[config.mk]
export PLATFORM = sky130hd
export DESIGN_NAME = line_clear
export DESIGN_NICKNAME = d
export VERILOG_FILES = /design/src/rtl/line_clear.sv
export SDC_FILE = /design/constraint.sdc
export NUM_CORES = 1
export LEC_CHECK = 0
export ABC_AREA = 0
export BUFFER_PORTS_ARGS = -buffer_cell sky130_fd_sc_hd__buf_2
export CAP_MARGIN = 40
export CORE_MARGIN = 3
export CORE_UTILIZATION = 30
export DETAILED_ROUTE_END_ITERATION = 16
export GPL_TIMING_DRIVEN = 0
export PLACE_DENSITY_LB_ADDON = 0.1
export SYNTH_ARGS = -nofsm -noshare
export SYNTH_HDL_FRONTEND = slang
export SYNTH_SLANG_ARGS = --single-unit
[constraint.sdc]
create_clock -name clk -period 7.6 [get_ports clk]
set_input_delay 1.52 -clock clk [delete_from_list [all_inputs] [get_ports clk]]
set_output_delay 1.52 -clock clk [all_outputs]
set_load 0.02 [all_outputs]
[src/rtl/line_clear.sv]
// Row-clear engine: removes full rows from a locked playfield one row per clock,
// compacts the survivors downward, zero-fills the top and keeps a saturating score.
module line_clear #(
    parameter int unsigned ROWS    = 20,
    parameter int unsigned COLS    = 10,
    parameter int unsigned SCORE_W = 20
) (
    input  logic                             clk,
    input  logic                             reset,
    input  logic                             start,
    input  logic [ROWS-1:0][COLS-1:0]        screen_in,
    output logic                             busy,
    output logic                             done,
    output logic [ROWS-1:0][COLS-1:0]        screen_out,
    output logic [$clog2(ROWS+1)-1:0]        lines_cleared,
    output logic [SCORE_W-1:0]               score
);

    localparam int unsigned PW = $clog2(ROWS + 1);

    typedef enum logic [1:0] {IDLE, SCAN, FILL, DONE} state_t;

    state_t                      state;
    logic [ROWS-1:0][COLS-1:0]   work;
    logic [PW-1:0]               rd;
    logic [PW-1:0]               wr;
    logic [PW-1:0]               k;

    logic [SCORE_W:0]            pts_c;
    logic [SCORE_W:0]            sum_c;
    logic [SCORE_W-1:0]          score_nxt_c;
    logic                        row_full_c;
    logic [PW-1:0]               k_inc_c;

    // Points for the current clear count, then a one-bit-wider add that saturates.
    always_comb begin
        pts_c = '0;
        case (k)
            PW'(0):  pts_c = '0;
            PW'(1):  pts_c = (SCORE_W+1)'(40);
            PW'(2):  pts_c = (SCORE_W+1)'(100);
            PW'(3):  pts_c = (SCORE_W+1)'(300);
            default: pts_c = (SCORE_W+1)'(1200);
        endcase
        sum_c       = {1'b0, score} + pts_c;
        score_nxt_c = sum_c[SCORE_W] ? {SCORE_W{1'b1}} : sum_c[SCORE_W-1:0];
        row_full_c  = &work[rd];
        k_inc_c     = row_full_c ? k + PW'(1) : k;
    end

    always_ff @(posedge clk) begin
        if (reset) begin
            state         <= IDLE;
            busy          <= 1'b0;
            done          <= 1'b0;
            screen_out    <= '0;
            lines_cleared <= '0;
            score         <= '0;
            work          <= '0;
            rd            <= '0;
            wr            <= '0;
            k             <= '0;
        end else begin
            done <= 1'b0;
            case (state)
                IDLE: begin
                    if (start) begin
                        work  <= screen_in;
                        rd    <= '0;
                        wr    <= '0;
                        k     <= '0;
                        busy  <= 1'b1;
                        state <= SCAN;
                    end
                end
                SCAN: begin
                    if (row_full_c) begin
                        k <= k_inc_c;
                    end else begin
                        work[wr] <= work[rd];
                        wr       <= wr + PW'(1);
                    end
                    rd <= rd + PW'(1);
                    if (rd == PW'(ROWS - 1)) begin
                        if (k_inc_c != '0) begin
                            state <= FILL;
                        end else begin
                            // Nothing removed: every copy was in place, work is final.
                            screen_out    <= work;
                            lines_cleared <= '0;
                            done          <= 1'b1;
                            state         <= DONE;
                        end
                    end
                end
                FILL: begin
                    work[wr] <= '0;
                    wr       <= wr + PW'(1);
                    if (wr == PW'(ROWS - 1)) begin
                        // Top row is zeroed on this same edge, so fold it into the result.
                        screen_out    <= {{COLS{1'b0}}, work[ROWS-2:0]};
                        lines_cleared <= k;
                        score         <= score_nxt_c;
                        done          <= 1'b1;
                        state         <= DONE;
                    end
                end
                DONE: begin
                    busy  <= 1'b0;
                    state <= IDLE;
                end
                default: begin
                    busy  <= 1'b0;
                    state <= IDLE;
                end
            endcase
        end
    end

endmodule

### Word-level counts from Yosys, hierarchy flattened

Cells that the tools add are included.

| word-level totals | value |
|---|---|
| flip-flop bits (word level) | 444 |
| bits of input ports | 203 |
| output and inout port bits | 227 |
| word-level logic and storage cells | 123 |

| operators by class | value |
|---|---|
| $add $sub $neg | 4 |
| magnitude comparators | 3 |
| equality and inequality tests | 14 |
| mux-type cells | 36 |
| bitwise logic cells | 2 |
| reduce and logical (&&, ||, !) cells | 16 |

Operator list:

| cell | count |
|---|---|
| $mux 200 | 5 |
| $pmux 200 s3 | 1 |
| $pmux 200 s2 | 1 |
| $and 200x200->200 | 1 |
| $bwmux 200 | 1 |
| $not 200->200 | 1 |
| $bmux 10 s5 | 1 |
| $demux 10 s5 | 1 |
| $pmux 11 s4 | 1 |
| $mux 5 | 7 |
| $pmux 5 s2 | 3 |
| $add 20x21->21 | 1 |
| $mux 10 | 2 |
| $mux 20 | 1 |
| $add 5x1->5 const B | 3 |
| $pmux 5 s3 | 1 |
| $lt 5x6->1 const B | 2 |
| $ne 2x2->1 const B | 6 |
| $eq 5x2->1 const B | 2 |
| $eq 5x5->1 const B | 2 |
| $reduce_and 10->1 | 1 |
| $reduce_and 3->1 | 3 |
| $pmux 2 s4 | 1 |
| $mux 2 | 3 |
| 14 further kinds | 24 |

### Longest topological paths before layout

| logic depth | value |
|---|---|
| depth in word-level cells | 8 |
| depth in mapped cells | 17 |
| mapped depth without buffers | 16 |

### Worst setup path before layout

No wires, ideal clock.

| timing | value |
|---|---|
| path kind | reg-to-reg |
| start point | register k[2] |
| end point | register score[16] |
| setup time | 0.116 ns |
| data arrival time | 3.417 ns |
| data required time | 7.484 ns |
| setup slack | 4.067 ns |
| cell stages (with the launch flop) | 17 |
| path buffers | 2 |
| period minus slack after synthesis | 3.533 ns |
| cells stage by stage | dfxtp_1 > clkbuf_1 > nor3_1 > and2_1 > or2_2 > ha_1 > fa_1 > a21o_1 > a21oi_1 > o21bai_1 > a21o_1 > a21oi_1 > o21bai_1 > and3_1 > clkbuf_1 > and3_1 > o211a_1 |

| on the way | value |
|---|---|
| cells in the longest elaborated chain, start to end | 4 |
| elaborated cells between the ends (all ways) | 7 |
| classes of those cells | add/sub (1); eq/ne (3); mux (2); reduce/logical (1) |

Ends and longest elaborated chain:

| item | RTL line | text |
|---|---|---|
| from (decl) | 27 | `logic [PW-1:0] k;` |
| from (signal assigned) | 78 | `k <= k_inc_c;` |
| $eq 5x2->1 (tied with other cells) | 38 | `case (k)` |
| $pmux 11 s4 * | 38 |  |
| $add 20x21->21 * | 45 | `sum_c = {1'b0, score} + pts_c;` |
| $mux 20 * | 46 | `score_nxt_c = sum_c[SCORE_W] ? {SCORE_W{1'b1}} : sum_c[SCORE_W-1:0];` |
| to (signal assigned) | 103 | `score <= score_nxt_c;` |
| to (decl) | 16 | `output logic [SCORE_W-1:0] score` |

Mark *: on every way between the ends. The rest lies on a longest branch, timed or not.
A chain may end at the register's enable or synchronous reset.

### Worst setup path after layout

| timing | value |
|---|---|
| start point | register rd[1] |
| end point | register screen_out[46] (netlist bit) |

| on the way | value |
|---|---|
| cells in the longest elaborated chain, start to end | 7 |
| elaborated cells between the ends (all ways) | 9 |
| classes of those cells | eq/ne (3); mux (3); reduce/logical (3) |

Ends and longest elaborated chain:

| item | RTL line | text |
|---|---|---|
| from (decl) | 25 | `logic [PW-1:0] rd;` |
| from (signal assigned) | 83 | `rd <= rd + PW'(1);` |
| $bmux 10 s5 | 47 | `row_full_c = &work[rd];` |
| $mux 10 (implied by the code) | 47 |  |
| $reduce_and 10->1 | 47 |  |
| $mux 5 | 48 | `k_inc_c = row_full_c ? k + PW'(1) : k;` |
| $reduce_bool 5->1 | 85 | `if (k_inc_c != '0) begin` |
| $ne 2x2->1 (no line) | - |  |
| $reduce_and 4->1 (no line) * | - |  |
| to (signal assigned) | 89 | `screen_out <= work;` |
| to (signal assigned) | 101 | `screen_out <= {{COLS{1'b0}}, work[ROWS-2:0]};` |
| to (decl) | 14 | `output logic [ROWS-1:0][COLS-1:0] screen_out,` |

Mark *: on every way between the ends. The rest lies on a longest branch, timed or not. The select of a mux whose other input is x is not followed.

==> results.toml <==
[worst_setup_path]
crit_fanout = 10
critPathLaunch = "rd[1]"
reg2reg_slack_ps = 2820
worstRegToRegCells = 14
worstSetupEndpointType = "flip-flop"
path_delay_family = "compound AO/OA/AOI/OAI gates"
critPathArrivalTime_ps = 5290
critical_path.cell_chain = "buf_4 -> buf_2 -> mux2i_1 -> a22oi_1 -> nand3_1 -> a21oi_1 -> o22ai_1 -> nor3_4 -> nand2_1 -> a211oi_4 -> buf_2 -> buf_2 -> o211ai_1 -> a21oi_1"
worstSetupStartpointType = "flip-flop"
cp_slowest_cell = "a211oi_4"
required_ps = 8120
crit_end = "screen_out[46]"
worst_r2r_endpoint = "screen_out[46]"
critPathMaxStageDelay_ps = 590
cp.depth = 14
reg2reg_from = "rd[1]"
crit_type = "flip-flop to flip-flop"
cpMostUsedCell = "buf_2"
crit_buf_inv = 4

[run]
drv_cap = 0

[drt]
top_layer_used = "met4"
postRouteAntennaNets = 0
dr.pass1.iters = 6
drt_iter0_drc = 2447
viasPerCell = 5.79
dr_total_vias = 25400
wl_per_cell_um = 25.7
drc = 0
m1WireLength_um = 49300
dr_wl_met2_um = 51300
routed_wl_um = 113000
wl_met3_um = 7960

[power_and_ir_drop]
vdd_ir_drop_max_v = 0.000250
cellInternalPower_w = 0.00685
clkPwrFrac_pct = 18.6
powerDensity_nw_per_um2 = 490
power.total_w = 0.0138
pwr-share-seq_pct = 29.4
power.switching_w = 0.00694
combPwrFrac_pct = 52.0
switching_share_pct = 50.3
p_leak_nw = 10.7

[global_routing]
grt_pass1_wl_um = 161000
grt_max_degree = 14
grt.overflow.total = 0
grt_pass1_vias = 24200
antenna_found_initial = 1
grt.total_usage_pct = 27.4

[sta]
final.setup.tns_ps = 0
fin_crit_ps = 4780
rsz0062_at_grt = "no"
finalSetupViolCount = 0
slew_headroom_pct = 30.6
hold_viol = 0
finalCritPeriodShare_pct = 62.9
finalMaxSlewViolations = 0
skew_ps = 27.8
fmax_mhz = 209
worst_slew_pin_slew_ps = 1040

[cts]
cts_max_level = 2
ctsHoldBuffers = 0
ctsResizeCount = 0
cts.sinks = 443
cts_made_buffers = 52
clockBufferDepth = 3
cts_tree = "yes"
post-cts-setup-buffers = 0
path_clk_slew_ps = 60
insertion_delay_ps = 610
root_buffer = "clkbuf_16"

[floorplan]
die_w_um = 280
rows = 100
core_um2 = 74600
dieArea_um2 = 78700
start_util_pct = 30.3
dieHeight_um = 280
io_pins = 430

[yosys]
ys_top_cells_by_count = "483 x a21oi_1, 464 x nor2_1, 443 x dfxtp_1"
async_reset_ff_share_pct = 0
syn_inst = 2853
synth_flop_cell = "dfxtp_1"
synth-seq-cells = 443
yosysMostFrequentCell = "a21oi_1"
seq_area_frac_synth_pct = 39.2
syn-num-nets = 3078
synth.distinct_cells = 61
synth_edf_count = 0
syn_avg_cell_area_um2 = 7.92
synth_area_um2 = 22600
yosysWarnings = 0
synth_area_leader_cell = "dfxtp_1"
synthTopCellsByArea = "dfxtp_1 39%, a21oi_1 11%, nor2_1 7.7%, a221oi_1 7.5%, o211ai_1 6.6%"
yosysTopAreaCellShare_pct = 39.2

[placed_design]
port_buffers = 428
gp_congestion = 0.953
dp_hpwl_um = 88900
dp.cells = 4290
dpl_cell_area_um2 = 26400

[finish]
layout-drive-gt1-share_pct = 19.2
areaGrowthSynthToFinish_pct = 24.6
stdcell_area_um2 = 28200
nets = 3603
layout.cells.non_filler = 4383

[worst_hold_path]
hold_path_class = "flip-flop to flip-flop"
holdCritStartpoint = "screen_out[48]"

[outcome]
status = "complete, no violations"
through the flow:
stage	hold WS, ps	utilization [%]	worst slack [ps]
after floorplan	467	-	4070
after global placement	452	34.8	2760
after detailed placement	456	35.4	2910
after CTS	463	37.7	2880
after global routing	482	37.8	2630
final	462	37.8	2820
sequential cells by signal, indices dropped and copies added, names as in the netlist:
register and count:
state 2, wr 5, lines_cleared 5, done 1
rd 5, work 200, busy 1, k 5
score 19, screen_out 200
worst min-delay path, cell delays in order (launching register included):
cell     delay (ps)
dfxtp_1         300
nand3_1          60
a21oi_1          60
final cells by class:
type                       count  area [um^2]
fill                        7804        46400
multi-input combinational   2077        12300
sequential                   443         8870
timing repair buffer         471         2630
clock buffer                  70         1510
buffer                       314         1400
tap                          969         1210
clock inverter                19          204
inverter                      19         71.3
antenna                        1         2.50
cell usage in the layout, fill, tap and decap left out, types with 8 or more instances in the layout:
cell and n:
ha_1 21, inv_1 17, buf_1 17, o211ai_1 198
buf_6 39, clkinv_2 12, clkbuf_16 53, dfxtp_1 443
o21ai_0 19, and2_1 8, mux4_2 30, mux2i_1 42
nor3_1 197, buf_4 20, buf_2 450, a221oi_1 193
clkbuf_1 251, nor2_1 464, nand2_1 62, nand3_1 236
clkbuf_8 12, buf_8 13, a22oi_1 11, nand4_1 10
a21oi_1 482
per-layer routing:
metal | vias up | GRT usage (%)
li1 | 11700 | -
met1 | 12300 | 36.8
met2 | 1143 | 44.7
met3 | 208 | 4.40
met4 | 0 | 9.36
met5 | - | 0
worst min path at each step:
stage	end	slack (ps)	depth (start not counted)
2_1_floorplan	screen_out[199]	470	2
3_3_place_gp	score[0]	450	2
3_5_place_dp	screen_out[174]	460	2
4_1_cts	screen_out[174]	460	2
5_1_grt	screen_out[174]	480	2
6_report	screen_out[48]	460	2
power groups by stage:
stage	Clock (W)	Sequential [W]	Combinational, W
floorplan	0	0.00375	0.00432
global placement	0	0.00405	0.00665
detailed placement	0	0.00404	0.00700
CTS	0.00261	0.00400	0.00703
global route	0.00270	0.00409	0.00775
finish	0.00256	0.00406	0.00717
cells by family after synthesis:
kind of cell / share of synthesized area [%]
multiplexers: 5.30
flip-flops: 39.2
adder cells (fa/ha/maj): 1.25
XOR/XNOR: 0.388
AND/OR/NAND/NOR: 19.9
AO/OA/AOI/OAI: 27.4
buffers and inverters: 6.49
(Power assumes the default switching activity.)
